### src/rtl/regfile_s2_stage_pkg.sv
// Shared pipeline constants for the register-file / S2 stage slice.
//   DATA_W_DEF : default datapath and register width
//   ADDR_W_DEF : default register select width (2^ADDR_W registers)
//   ZERO_REG   : index of the hardwired-zero register
package regfile_s2_stage_pkg;

  localparam int unsigned DATA_W_DEF = 32;
  localparam int unsigned ADDR_W_DEF = 5;
  localparam int unsigned ZERO_REG   = 0;

endpackage : regfile_s2_stage_pkg

### src/rtl/regfile_s2_stage_core.sv
// Register storage: 2^ADDR_W x DATA_W, one synchronous write port and two
// asynchronous read ports. Register 0 is never written and always reads 0.
//   clk, rst           : clock, asynchronous active-low reset
//   we, waddr, wdata   : write port (ignored for waddr == 0)
//   raddr1/2, rdata1/2_c : combinational read ports
module regfile_core
  import regfile_s2_stage_pkg::*;
#(
  parameter int unsigned DATA_W = DATA_W_DEF,
  parameter int unsigned ADDR_W = ADDR_W_DEF
) (
  input  logic              clk,
  input  logic              rst,
  input  logic              we,
  input  logic [ADDR_W-1:0] waddr,
  input  logic [DATA_W-1:0] wdata,
  input  logic [ADDR_W-1:0] raddr1,
  input  logic [ADDR_W-1:0] raddr2,
  output logic [DATA_W-1:0] rdata1_c,
  output logic [DATA_W-1:0] rdata2_c
);

  localparam int unsigned       NREG     = 2 ** ADDR_W;
  localparam logic [ADDR_W-1:0] ZERO_SEL = ADDR_W'(ZERO_REG);

  logic [DATA_W-1:0] mem [NREG];

  // Storage write; writes to the zero register are dropped.
  always_ff @(posedge clk or negedge rst) begin
    if (!rst) begin
      for (int i = 0; i < int'(NREG); i++) begin
        mem[i] <= '0;
      end
    end else if (we && (waddr != ZERO_SEL)) begin
      mem[waddr] <= wdata;
    end
  end

  // Asynchronous reads with register 0 forced to zero.
  always_comb begin
    rdata1_c = (raddr1 == ZERO_SEL) ? '0 : mem[raddr1];
    rdata2_c = (raddr2 == ZERO_SEL) ? '0 : mem[raddr2];
  end

endmodule : regfile_core

### src/rtl/regfile_s2_stage.sv
// S2 pipeline stage: register-file read with S3 writeback bypass, S2
// pipeline registers with stall/flush control.
//   clk, rst                         : clock, asynchronous active-low reset
//   S1_ReadSelect1/2                 : source register selects from S1
//   S1_WriteSelect/S1_WriteEnable    : destination request carried to S2
//   stall, flush                     : hold S2 / insert bubble (flush wins)
//   S3_WriteData/Select/Enable       : writeback port from S3
//   S2_ReadData1/2                   : registered operands
//   S2_WriteSelect/S2_WriteEnable    : registered destination request
module regfile_s2_stage
  import regfile_s2_stage_pkg::*;
#(
  parameter int unsigned DATA_W = DATA_W_DEF,
  parameter int unsigned ADDR_W = ADDR_W_DEF
) (
  input  logic              clk,
  input  logic              rst,
  input  logic [ADDR_W-1:0] S1_ReadSelect1,
  input  logic [ADDR_W-1:0] S1_ReadSelect2,
  input  logic [ADDR_W-1:0] S1_WriteSelect,
  input  logic              S1_WriteEnable,
  input  logic              stall,
  input  logic              flush,
  input  logic [DATA_W-1:0] S3_WriteData,
  input  logic [ADDR_W-1:0] S3_WriteSelect,
  input  logic              S3_WriteEnable,
  output logic [DATA_W-1:0] S2_ReadData1,
  output logic [DATA_W-1:0] S2_ReadData2,
  output logic [ADDR_W-1:0] S2_WriteSelect,
  output logic              S2_WriteEnable
);

  localparam logic [ADDR_W-1:0] ZERO_SEL = ADDR_W'(ZERO_REG);

  logic [DATA_W-1:0] rf_rdata1_c;
  logic [DATA_W-1:0] rf_rdata2_c;
  logic              s3_valid_c;
  logic [DATA_W-1:0] byp1_c;
  logic [DATA_W-1:0] byp2_c;
  logic              hold_upd1_c;
  logic              hold_upd2_c;
  logic [ADDR_W-1:0] S2_ReadSel1;
  logic [ADDR_W-1:0] S2_ReadSel2;

  regfile_core #(
    .DATA_W (DATA_W),
    .ADDR_W (ADDR_W)
  ) u_core (
    .clk      (clk),
    .rst      (rst),
    .we       (S3_WriteEnable),
    .waddr    (S3_WriteSelect),
    .wdata    (S3_WriteData),
    .raddr1   (S1_ReadSelect1),
    .raddr2   (S1_ReadSelect2),
    .rdata1_c (rf_rdata1_c),
    .rdata2_c (rf_rdata2_c)
  );

  // Writeback forwarding into fresh reads and into operands held by a stall.
  always_comb begin
    s3_valid_c  = S3_WriteEnable && (S3_WriteSelect != ZERO_SEL);
    byp1_c      = rf_rdata1_c;
    byp2_c      = rf_rdata2_c;
    hold_upd1_c = s3_valid_c && (S3_WriteSelect == S2_ReadSel1);
    hold_upd2_c = s3_valid_c && (S3_WriteSelect == S2_ReadSel2);
    if (s3_valid_c && (S1_ReadSelect1 == S3_WriteSelect)) byp1_c = S3_WriteData;
    if (s3_valid_c && (S1_ReadSelect2 == S3_WriteSelect)) byp2_c = S3_WriteData;
  end

  // S2 pipeline registers.
  always_ff @(posedge clk or negedge rst) begin
    if (!rst) begin
      S2_ReadData1   <= '0;
      S2_ReadData2   <= '0;
      S2_WriteSelect <= '0;
      S2_WriteEnable <= 1'b0;
      S2_ReadSel1    <= '0;
      S2_ReadSel2    <= '0;
    end else if (flush) begin
      S2_ReadData1   <= '0;
      S2_ReadData2   <= '0;
      S2_WriteSelect <= '0;
      S2_WriteEnable <= 1'b0;
      S2_ReadSel1    <= '0;
      S2_ReadSel2    <= '0;
    end else if (!stall) begin
      S2_ReadData1   <= byp1_c;
      S2_ReadData2   <= byp2_c;
      S2_WriteSelect <= S1_WriteSelect;
      S2_WriteEnable <= S1_WriteEnable;
      S2_ReadSel1    <= S1_ReadSelect1;
      S2_ReadSel2    <= S1_ReadSelect2;
    end else begin
      // Stalled: selects held, operands refreshed if S3 writes their source.
      if (hold_upd1_c) S2_ReadData1 <= S3_WriteData;
      if (hold_upd2_c) S2_ReadData2 <= S3_WriteData;
    end
  end

endmodule : regfile_s2_stage

### config.mk
export PLATFORM = sky130hd
export DESIGN_NAME = regfile_s2_stage
export DESIGN_NICKNAME = d
export VERILOG_FILES = /design/src/rtl/regfile_s2_stage_pkg.sv /design/src/rtl/regfile_s2_stage_core.sv /design/src/rtl/regfile_s2_stage.sv
export SDC_FILE = /design/constraint.sdc
export NUM_CORES = 2
export LEC_CHECK = 0
export ABC_CLOCK_PERIOD_IN_PS = 1640
export CORE_UTILIZATION = 45
export DETAILED_ROUTE_END_ITERATION = 6
export PLACE_DENSITY = 0.72
export SYNTH_ARGS = -nofsm -noshare
export SYNTH_HDL_FRONTEND = slang
export SYNTH_SLANG_ARGS = --single-unit
### constraint.sdc
create_clock -name clk -period 1.64 [get_ports clk]
set_input_delay 0.246 -clock clk [delete_from_list [all_inputs] [get_ports clk]]
set_output_delay 0.246 -clock clk [all_outputs]
set_load 0.02 [all_outputs]
Word-level counts from Yosys, hierarchy flattened
Index checks and enable logic that the tools add are counted.
{"block": "op_classes", "n_div": 0, "n_mul": 0, "shift": 0, "n_eq_ne": 7, "add_sub_neg": 0, "bitwise": 3, "magnitude_cmp": 4, "n_mux": 27, "n_reduce_logical": 9}
{"cell": "1024-bit bitwise mux", "count": 1}
{"cell": "32-bit two-way mux", "count": 15}
{"cell": "32-bit binary-select mux with 5-bit select", "count": 2}
{"cell": "32-bit demux with 5-bit select", "count": 1}
{"cell": "5-bit two-way mux", "count": 6}
{"cell": "5-bit == test", "count": 4}
{"cell": "6-bit >= comparator (second input constant)", "count": 3}
{"cell": "5-bit NOT with 6-bit output", "count": 3}
{"cell": "5-bit logical NOT", "count": 2}
{"cell": "1-bit logical AND", "count": 6}
{"cell": "6-bit by 1-bit less-than comparator with 1-bit output (second input constant)", "count": 1}
{"cell": "3-bit by 1-bit != test with 1-bit output (second input constant)", "count": 2}
{"cell": "5-bit nonzero test", "count": 1}
{"cell": "1-bit two-way mux", "count": 2}
{"cell": "2-bit by 1-bit != test with 1-bit output (second input constant)", "count": 1}
{"block": "word_totals", "latch_bits": 0, "ram_bits": 0, "memories": 0, "romBits": 0, "reg_bits": 1104, "elab_cells": 88}

Depth between registers and ports, before layout
{"block": "logic_depth", "depth_word": 8, "mapped_depth": 9}

Cells and area by module
From an unflattened synthesis, not the netlist that was laid out.
{"block": "unflattened", "cells_unflattened": 3839, "area_unflattened_um2": 57885.5}
{"mod": "regfile_core", "area_each_um2": 54075.6, "cells_each": 3513, "n_inst": 1}
{"mod": "regfile_s2_stage", "area_each_um2": 3809.9, "cells_each": 326, "n_inst": 1}

Worst setup path after synthesis
OpenSTA, ideal clock, no wires.
{"block": "synth_path", "path_type": "input -> register", "startpoint": "input port S1_ReadSelect1[0]", "endpoint": "register S2_ReadData1[27]", "cell_stages": 7, "arrival_time_ns": 2.058, "n_path_buf": 3, "setup_slack_ns": -0.549, "cell_sequence": "buf_2 -> buf_2 -> buf_2 -> mux4_2 -> mux4_2 -> nand4b_1 -> nand4_1"}
{"block": "synth_via", "elab_chain_cells": 8, "elab_cells_between_ends": 11}
{"element": "start, declared", "line": "regfile_s2_stage.sv:18", "rtl": "input logic [ADDR_W-1:0] S1_ReadSelect1,"}
{"element": "5-bit NOT with 6-bit output (not written as such)", "line": "regfile_s2_stage_core.sv:41", "rtl": "rdata1_c = (raddr1 == ZERO_SEL) ? '0 : mem[raddr1];"}
{"element": "32-bit binary-select mux with 5-bit select", "line": "regfile_s2_stage_core.sv:41"}
{"element": "32-bit two-way mux (not written as such) (2 in series)", "line": "regfile_s2_stage_core.sv:41"}
{"element": "32-bit two-way mux", "line": "regfile_s2_stage_core.sv:41"}
{"element": "32-bit two-way mux *", "line": "regfile_s2_stage.sv:67", "rtl": "if (s3_valid_c && (S1_ReadSelect1 == S3_WriteSelect)) byp1_c = S3_WriteData;"}
{"element": "32-bit two-way mux *", "line": "regfile_s2_stage.sv:87", "rtl": "end else if (!stall) begin"}
{"element": "32-bit two-way mux *", "line": "regfile_s2_stage.sv:80", "rtl": "end else if (flush) begin"}
{"element": "end signal, assigned", "line": "regfile_s2_stage.sv:88", "rtl": "S2_ReadData1 <= byp1_c;"}
{"element": "end signal, assigned", "line": "regfile_s2_stage.sv:96", "rtl": "if (hold_upd1_c) S2_ReadData1 <= S3_WriteData;"}
{"element": "end, declared", "line": "regfile_s2_stage.sv:27", "rtl": "output logic [DATA_W-1:0] S2_ReadData1,"}
Mark *: on every way between the ends. The rest lies on a longest branch, timed or not. The select of a mux whose other input is x is not followed.
A chain may end at the register's enable or synchronous reset.

Worst setup path in the final report
{"block": "layout_path", "startpoint": "register S2_ReadSel2[3]", "endpoint": "register S2_ReadData2[14]"}
{"block": "layout_via", "elab_chain_cells": 3}
{"element": "start, declared", "line": "regfile_s2_stage.sv:43", "rtl": "logic [ADDR_W-1:0] S2_ReadSel2;"}
{"element": "start signal, assigned", "line": "regfile_s2_stage.sv:93", "rtl": "S2_ReadSel2 <= S1_ReadSelect2;"}
{"element": "5-bit == test", "line": "regfile_s2_stage.sv:66", "rtl": "hold_upd2_c = s3_valid_c && (S3_WriteSelect == S2_ReadSel2);"}
{"element": "1-bit logical AND", "line": "regfile_s2_stage.sv:66"}
{"element": "3-bit by 1-bit != test with 1-bit output (no line)"}
{"element": "end signal, assigned", "line": "regfile_s2_stage.sv:89", "rtl": "S2_ReadData2 <= byp2_c;"}
{"element": "end signal, assigned", "line": "regfile_s2_stage.sv:97", "rtl": "if (hold_upd2_c) S2_ReadData2 <= S3_WriteData;"}
{"element": "end, declared", "line": "regfile_s2_stage.sv:28", "rtl": "output logic [DATA_W-1:0] S2_ReadData2,"}
Every way passes these cells.

==> summary.md <==
| Metric | Value |
|---|---|
| Vias in the first global route | `42400` |
| Post-Route WL | `198 mm` |
| Register bit count reported by yosys | `1104` |
| Critical Path Fanout Max | `18` |
| Worst hold path class | `input port to flop` |
| Power per cell area | `1140 nW/µm²` |
| Ports | `128` |
| Layout cells sized above 1 | `60.6%` |
| Dpl cells | `6004` |
| Core footprint | `128000 µm²` |
| Reg clk slew, reported paths | `60 ps` |
| Via count | `40800` |
| Yosys cell types | `46` |
| Clk sink count | `1104` |
| Max-cap violations | `0` |
| Worst Tran Pin Value | `707 ps` |
| Final min period | `1930 ps` |
| Die X-Extent | `362 µm` |
| Seq/Total Area, Yosys | `47.4%` |
| Post-Synthesis Cell Area | `58300 µm²` |
| CTS tree | `built` |
| Max H-tree Level | `3` |
| Pre-CTS setup slack | `-986 ps` |
| Average wire per standard cell | `31.5 µm` |
| CP endpoint kind | `flop` |
| Critical Path Start Type | `flop` |
| Row cnt | `131` |
| Detail Placement HPWL | `127 mm` |
| Final hold vios | `0` |
| Crit Path Class | `flop to flop` |
| Pre-antenna DRT Iters | `5` |
| Max VDD drop | `0.992 mV` |
| Final Cycle Share | `118%` |
| Port bufs | `127` |
| First-pass GRT wire length | `292 mm` |
| Worst EP arrival | `2560 ps` |
| Worst Clk Skew | `31.2 ps` |
| Max Fclk | `517 MHz` |
| Vias per std cell | `6.49` |
| Clock Latency Late Sink | `780 ps` |
| Status | `finished with violations` |
| PnR worst setup slack | `-292 ps` |
| GRT Total Usage | `30.3%` |
| RSZ-0062 raised after global routing | `yes` |
| Pins Over Slew Limit | `0` |
| GPL Wtd Cong | `0.885` |
| DRC viols | `0` |
| DRT iter0 DRCs | `4376` |
| Die Y | `362 µm` |
| Slew HR | `52.6%` |
| TritonCTS buffer count | `117` |
| Failing checks | `negative setup slack` |
| Clock Tree Root | `clkbuf_16` |
| Setup-failing EPs final | `71` |
| Initial antenna violation count | `6` |
| Remaining antenna violation count | `0` |
| Cells after Synth | `3883` |
| Crit path required time | `2270 ps` |
| Starting Density | `45.6%` |
| Final Non-Filler Cells | `6286` |
| NumNets Final | `4515` |
| Grt total ovfl | `0` |
| Pin count of the biggest net entering global routing | `106` |
| Die area | `131000 µm²` |
| Longest Clk Path Bufs | `3` |
| Synthesized Nets | `3941` |
| Yosys warning total | `0` |
| Synthesized area per cell | `15.0 µm²` |
| Lkg Pwr | `0.0330 µW` |
| Area delta synth->final | `26.8%` |
| Filler cells | `9614` |
cell usage in the layout, fill, tap and decap left out, drive strengths merged, types with 5 or more instances in the layout:
master            n
or3               6
clkinv           24
nor2             36
mux2           1007
a21oi            63
mux4            544
nand4b           31
o41a             31
dfrtp          1104
clkbuf          166
inv              42
nor2b            66
a211oi           65
a221oi           31
mux2i           113
buf             855
o21ai            79
nand2            98
nand3             5
nor3              5
xnor2            12
nand4            63
bufinv           17
clkdlybuf4s50    39
clkinvlp          8
xor2              8
critical path: stages (launching register included):
cell and delay, ps:
dfrtp_1 400, xor2_1 160, nor3_2 180, buf_4 140, a41oi_4 100, buf_12 190
buf_12 150, o41a_1 430
power by group:
part | total [µW] | internal (µW) | switching, µW
Clock | 28900 | 17000 | 11900
Sequential | 36200 | 32200 | 3990
Combinational | 19500 | 12300 | 7160
Total | 84600 | 61500 | 23100
Yosys cell counts, drive strengths merged:
cell type | count | area share (%)
and3 | 1 | 0.011
o41a | 31 | 0.60
nand3 | 5 | 0.043
o31a | 2 | 0.030
nand2b | 2 | 0.021
a41oi | 1 | 0.028
a211oi | 65 | 0.84
buf | 180 | 1.6
o21bai | 1 | 0.013
clkbuf | 274 | 1.8
nor2b | 66 | 0.71
xor2 | 8 | 0.12
nand4b | 31 | 0.47
nor4 | 1 | 0.011
nor3 | 5 | 0.043
inv | 34 | 0.22
a21boi | 1 | 0.013
o311ai | 2 | 0.056
a21oi | 63 | 0.54
nor3b | 3 | 0.039
nand3b | 3 | 0.039
and4 | 1 | 0.015
mux2 | 1007 | 19
nor4b | 1 | 0.015
a22oi | 1 | 0.013
a31oi | 1 | 0.011
or2 | 3 | 0.032
nand4 | 63 | 0.68
nor2 | 36 | 0.23
a221oi | 31 | 0.47
or3 | 6 | 0.064
nand2 | 98 | 0.63
dfrtp | 1104 | 47
mux4 | 544 | 21
and2 | 2 | 0.021
mux2i | 113 | 1.9
o21ai | 79 | 0.70
a2111o | 1 | 0.019
o21a | 1 | 0.013
xnor2 | 12 | 0.18
worst paths after layout:
path	end	startpoint	slack, ps	depth (start not counted)
max	S2_ReadData2[14]$_DFFE_PN0P_	S2_ReadSel2[3]$_DFFE_PN0P_	-290	7
min	S2_ReadSel1[2]$_DFFE_PN0P_	S1_ReadSelect1[2]	50	4
max reg2reg	S2_ReadData2[14]$_DFFE_PN0P_	S2_ReadSel2[3]$_DFFE_PN0P_	-290	7
min reg2reg	u_core.mem[1000]$_DFFE_PN0P_	u_core.mem[1000]$_DFFE_PN0P_	390	0
max in group asynchronous	u_core.mem[746]$_DFFE_PN0P_	rst	900	5
min in group asynchronous	u_core.mem[984]$_DFFE_PN0P_	rst	130	3
logic make-up after synthesis:
| logic type | Yosys count | share of synthesized area [%] |
|---|---|---|
| AO/OA/AOI/OAI | 280 | 3.33 |
| multiplexers | 1664 | 42.4 |
| flip-flops | 1104 | 47.4 |
| XOR/XNOR | 20 | 0.300 |
| buffers and inverters | 488 | 3.58 |
| AND/OR/NAND/NOR | 327 | 3.06 |
cell type report:
cell class              instances  area (µm²)  area share [%]
multi-input cells            2291       29900            40.4
flip-flops and latches       1104       27700            37.4
repair buffers                909        9990            13.5
clock buffers                 160        3350            4.53
well taps                    1729        2160            2.92
clock inverters                57         818            1.11
inverters                      34         128           0.173
diodes                          2        5.00         0.00677
flip-flops by register name, indices dropped and copies added (netlist names):
signal and cells:
u_core.mem 1024, S2_ReadData1 32, S2_ReadData2 32, S2_ReadSel1 5
S2_ReadSel2 5, S2_WriteSelect 5, S2_WriteEnable 1
through the flow:
step	TNS (ps)	total power, µW	hold WS [ps]	utilization, %	instance area, µm²
after floorplan	-53370	47600	-49.6	-	60100
after global placement	-801780	54300	368	53.7	68700
after detailed placement	-840800	55100	368	53.7	68700
after CTS	-12900	84400	6.45	57.5	73600
after global routing	-15400	87600	52.7	57.8	74000
final	-13090	84600	48.8	57.8	74000
metal layers:
metal  wire length (µm)  GRT usage, %  part of all wire, %
met5                 13             0               0.0066
met2              89400          45.5                   45
met3              20900          8.60                   11
met4               9770          13.6                  4.9
met1              77800          40.8                   39
what timing repair did:
item,CTS,global route
endpoints found under the setup margin,636,293
gates resized for setup,468,56
endpoints found under the hold margin,1104,0
hold buffers,1,0
setup buffers,34,20
pin swaps,69,50
cloned,9,4
Note: power is estimated with default switching activity, not from simulation.
